--- src/rtl/saph_fpi_latfix.sv ---
// saph_fpi_latfix: fixed-latency responder over a variable-latency, in-order FPU core
module saph_fpi_latfix #(
   parameter int                    LATENCY   = 4,
   parameter int                    WIDTH     = 32,
   parameter int                    MODE_W    = 4,
   parameter logic [2**MODE_W-1:0]  HAS_MODES = '1,
   parameter int                    DEPTH     = 4
) (
   input  logic                 clk,
   input  logic                 rst,
   input  logic                 d_trig,
   input  logic [WIDTH-1:0]     d_lhs,
   input  logic [WIDTH-1:0]     d_rhs,
   input  logic [MODE_W-1:0]    d_mode,
   output logic                 d_ready,
   output logic [WIDTH-1:0]     q_res,
   output logic [2**MODE_W-1:0] has_modes,
   output logic                 c_valid,
   input  logic                 c_ready,
   output logic [WIDTH-1:0]     c_lhs,
   output logic [WIDTH-1:0]     c_rhs,
   output logic [MODE_W-1:0]    c_mode,
   input  logic                 c_res_vld,
   input  logic [WIDTH-1:0]     c_res,
   output logic                 err_late,
   output logic                 err_ovf
);
   localparam int PW = $clog2(DEPTH) + 1;
   localparam int IW = DEPTH > 1 ? $clog2(DEPTH) : 1;
   localparam int CW = $clog2(DEPTH + 1);
   localparam logic [PW-1:0] FULL_X = PW'(DEPTH);
   localparam logic [PW-1:0] IMASK = PW'(DEPTH - 1);
   logic [LATENCY-2:0] dl_q;
   logic [WIDTH-1:0]   mem_q [DEPTH];
   logic [PW-1:0]      wp_q, rp_q;
   logic [CW-1:0]      infl_q;
   logic [WIDTH-1:0]   q_res_q;
   logic               err_late_q, err_ovf_q;
   logic               acc, due, empty, full, pop, bypass, push;
   logic [IW-1:0]      widx, ridx;
   assign d_ready   = !rst && c_ready && (infl_q < CW'(DEPTH));
   assign acc       = d_trig && d_ready;
   assign c_valid   = acc;
   assign c_lhs     = d_lhs;
   assign c_rhs     = d_rhs;
   assign c_mode    = d_mode;
   assign has_modes = HAS_MODES;
   assign due       = dl_q[LATENCY-2];
   assign empty     = wp_q == rp_q;
   assign full      = (wp_q ^ rp_q) == FULL_X;
   assign pop       = due && !empty;
   assign bypass    = due && empty && c_res_vld;
   assign push      = c_res_vld && !bypass && (!full || pop);
   assign widx      = IW'(wp_q & IMASK);
   assign ridx      = IW'(rp_q & IMASK);
   assign q_res     = q_res_q;
   assign err_late  = err_late_q;
   assign err_ovf   = err_ovf_q;
   // result storage; contents are only meaningful between write and read pointers
   always_ff @(posedge clk) begin
      if (push) mem_q[widx] <= c_res;
   end
   // delay line, FIFO pointers, outstanding count, delivery register and sticky errors
   always_ff @(posedge clk) begin
      if (rst) begin
         dl_q       <= '0;
         wp_q       <= '0;
         rp_q       <= '0;
         infl_q     <= '0;
         q_res_q    <= '0;
         err_late_q <= 1'b0;
         err_ovf_q  <= 1'b0;
      end else begin
         dl_q   <= (LATENCY-1)'({dl_q, acc});
         infl_q <= infl_q + CW'(acc) - CW'(due);
         if (push) wp_q <= wp_q + 1'b1;
         if (pop) rp_q <= rp_q + 1'b1;
         if (due) q_res_q <= pop ? mem_q[ridx] : bypass ? c_res : '0;
         if (due && empty && !c_res_vld) err_late_q <= 1'b1;
         if (c_res_vld && full && !pop) err_ovf_q <= 1'b1;
      end
   end
endmodule

--- config.mk ---
export PLATFORM = sky130hd
export DESIGN_NAME = saph_fpi_latfix
export DESIGN_NICKNAME = d
export VERILOG_FILES = /design/src/rtl/saph_fpi_latfix.sv
export SDC_FILE = /design/constraint.sdc
export NUM_CORES = 1
export LEC_CHECK = 0
export CAP_MARGIN = 10
export CELL_PAD_IN_SITES_DETAIL_PLACEMENT = 1
export CELL_PAD_IN_SITES_GLOBAL_PLACEMENT = 1
export CORE_MARGIN = 2
export CORE_UTILIZATION = 38
export DETAILED_ROUTE_END_ITERATION = 6
export PLACE_DENSITY = 0.81
export SLEW_MARGIN = 20
export SYNTH_ARGS = -nofsm -noshare
export SYNTH_HDL_FRONTEND = slang
export SYNTH_SLANG_ARGS = --single-unit
--- constraint.sdc ---
create_clock -name clk -period 3.75 [get_ports clk]
set_input_delay 0.75 -clock clk [delete_from_list [all_inputs] [get_ports clk]]
set_output_delay 0.75 -clock clk [all_outputs]
set_load 0.01 [all_outputs]
==> flow_summary.ini <==
[power_and_ir_drop]
leakagePower_uw = 0.00294
finalPower_uw = 5190
pwr_density_cell_nw_per_um2 = 574
ir_drop_uv = 345

[floorplanning]
die_w_um = 152
start_util_pct = 39.0
die_h_um = 152
io_pins = 225
core_area_sq_um = 21200
num_rows = 53
die_area_sq_um = 23000

[finish]
fillers = 2156
post-route-util_pct = 42.6
antenna_cells = 0
drive_gt1_share_pct = 12.2
area_growth_pct = 9.28
fin_cells = 847
nNetsFinal = 672

[placed_design]
place.gp.congestion = 0.722
dp_cells = 815
io_buffers = 72
place_hpwl_um = 12700

[min_path]
holdCritPathClass = reg2reg
holdPathEnd = dl_q[1]
min_path_cells = 1
hold_start = dl_q[0]

[setup_path]
cp_common_cell = clkdlybuf4s50_1
cp-start-kind = input port
endpoint_kind = output port
critPathKind = in2out
path_buf_inv = 2
cp_top_family = buffers and inverters
cp_slowest_cell = clkdlybuf4s50_1
rr_worst_depth = 3
rr_endpoint = mem_q[2][17]
slowest_delay_ns = 0.55
reg2reg_from = rp_q[2]
cp_max_fo = 3
crit_chain = clkdlybuf4s50_1 -> nor3b_1 -> and2_1 -> clkdlybuf4s50_1
rrSetupSlack_ns = 1.12
crit_required_ns = 3.00
arrival_ns = 2.27

[logic_synthesis]
synth.area.top_cells = edfxtp_1 (46%), dfxtp_1 (12%), buf_4 (7.7%)
synthArstFlopShare_pct = 0
synth_edf_count = 128
yosysSeqAreaShare_pct = 58.0
synth_top_cell_by_area = edfxtp_1
synth_top_area_share_pct = 46.4
ys_warn_count = 0
syn_area_sq_um = 8280
ys.flop_type = edfxtp_1
yosysUniqueCellTypes = 42
avgSynthCellArea_sq_um = 14.3
ys_top_cells_by_count = edfxtp_1 (128), buf_4 (85), dfxtp_1 (48), nor2_1 (37), nand2_1 (34)
synthCells = 577
yosysMostFrequentCell = edfxtp_1
ys_seq_elements = 176

[cts]
post_cts_buffers = 0
ctsResizeCount = 0
clk_pin_slew_worst_paths_ns = 0.07
clk-insertion-delay-late_ns = 0.44
cts_buffers = 17
h-tree-depth = 4
clockRootBuffer = clkbuf_16
cts_sinks = 176
cts_max_path_buffers = 2
postCtsHoldBufs = 0
cts_tree = done

[timing]
worst_pin_slew_ns = 1.07
min_period_ns = 3.02
slew_violations = 0
skew_ns = 0.0148
hold_ws_ns = 0.459
hold_viol = 0
rsz0062_at_grt = no
fin_tns_setup_ns = 0
max_slew_margin_pct = 28.8
setup_viol = 0
finalCritPeriodShare_pct = 80.6
fmax_mhz = 331

[outcome]
status = finished clean

[global_routing]
grt-ovfl-total = 0
grtUsageMet2_pct = 34.1
busiest_layer = met2
met3_usage_pct = 4.28
grtUsageTotal_pct = 18.7
grt_max_degree = 72
grt_pass1_wl_um = 31200
antenna_found_initial = 0
grtUsageMet1_pct = 20.7
first_global_vias = 5169

[routing]
vias_per_cell = 5.61
drc = 0
vias = 4753
routed_wirelength_um = 21100
drt_iter0_markers = 305
drt-wirelength-per-cell_um = 24.9
ant_nets = 0
firstDrtPassIters = 5

[run]
cap_violations = 0
## through the flow
stage / setup slack [ns] / instance area, sq um
floorplan: 0.484 / 8330
global placement: 0.715 / 8440
detailed placement: 0.705 / 8440
CTS: 0.699 / 9040
global route: 0.622 / 9040
finish: 0.727 / 9040
## report_power, final
| group | total [uW] | switching, uW | leakage (uW) | internal, uW |
|---|---|---|---|---|
| combinational | 921 | 600 | 0.00108 | 321 |
| clock | 1830 | 778 | 0.000294 | 1060 |
| sequential | 2440 | 91.0 | 0.00157 | 2350 |
## cells by family (layout without fill, tap and decap cells)
| group | Yosys count | after routing | synth area share (%) |
|---|---|---|---|
| other cells | 1 | 16 | 0.0453 |
| mux | 35 | 35 | 9.87 |
| flops | 176 | 176 | 58.0 |
| compound gates | 77 | 77 | 7.53 |
| xor+xnor | 10 | 10 | 1.47 |
| simple gates | 131 | 131 | 8.31 |
| buf+inv | 139 | 119 | 13.4 |
| fa+ha+maj | 8 | 8 | 1.30 |
## state kept, by name (all words and copies together) (netlist names), named ones only
signal    count
infl_q        3
err_late      1
dl_q          3
q_res        32
err_ovf       1
mem_q       128
rp_q          3
wp_q          3
## cells in the final DEF (no fill, tap or decap), drive strengths merged, types with 2 or more instances in the layout
cell type        n
mux4            32
edfxtp         128
nand2           34
clkinv           6
bufinv           3
buf              9
or3              3
nor2            37
clkdlybuf4s50   70
inv             12
a311oi          32
o31ai           33
and2             5
clkbuf          17
nor2b            9
a21oi            2
xor2             4
xnor2            5
dfxtp           48
nand2b           2
or4             33
nand4            4
a211o            2
conb            16
ha               7
clkinvlp         2
mux2             2
o31a             2
a31oi            2
a41oi            2
## per-layer routing
layer | routed length [um] | share of wire, %
met1 | 7570 | 36
met2 | 11500 | 54
met3 | 1410 | 6.7
met4 | 642 | 3.0
met5 | 0 | 0
## final cells by class
type | count | area [sq um] | share of cell area [%]
Multi-Input combinational cell | 277 | 2480 | 27.4
Tap cell | 275 | 344 | 3.80
Inverter | 8 | 30.0 | 0.332
Sequential cell | 176 | 4810 | 53.2
Clock inverter | 15 | 181 | 2.01
Timing Repair Buffer | 79 | 776 | 8.58
Clock buffer | 17 | 425 | 4.70
## worst max path at each step
stage	start	to	cells after the start
3_3_place_gp	c_ready	c_valid	4
4_1_cts	c_ready	c_valid	4
6_report	c_ready	c_valid	4
5_1_grt	c_ready	c_valid	4
2_1_floorplan	dl_q[2]	mem_q[3][0]	3
3_5_place_dp	c_ready	c_valid	4
No activity file was read; power rests on OpenSTA's default activity.
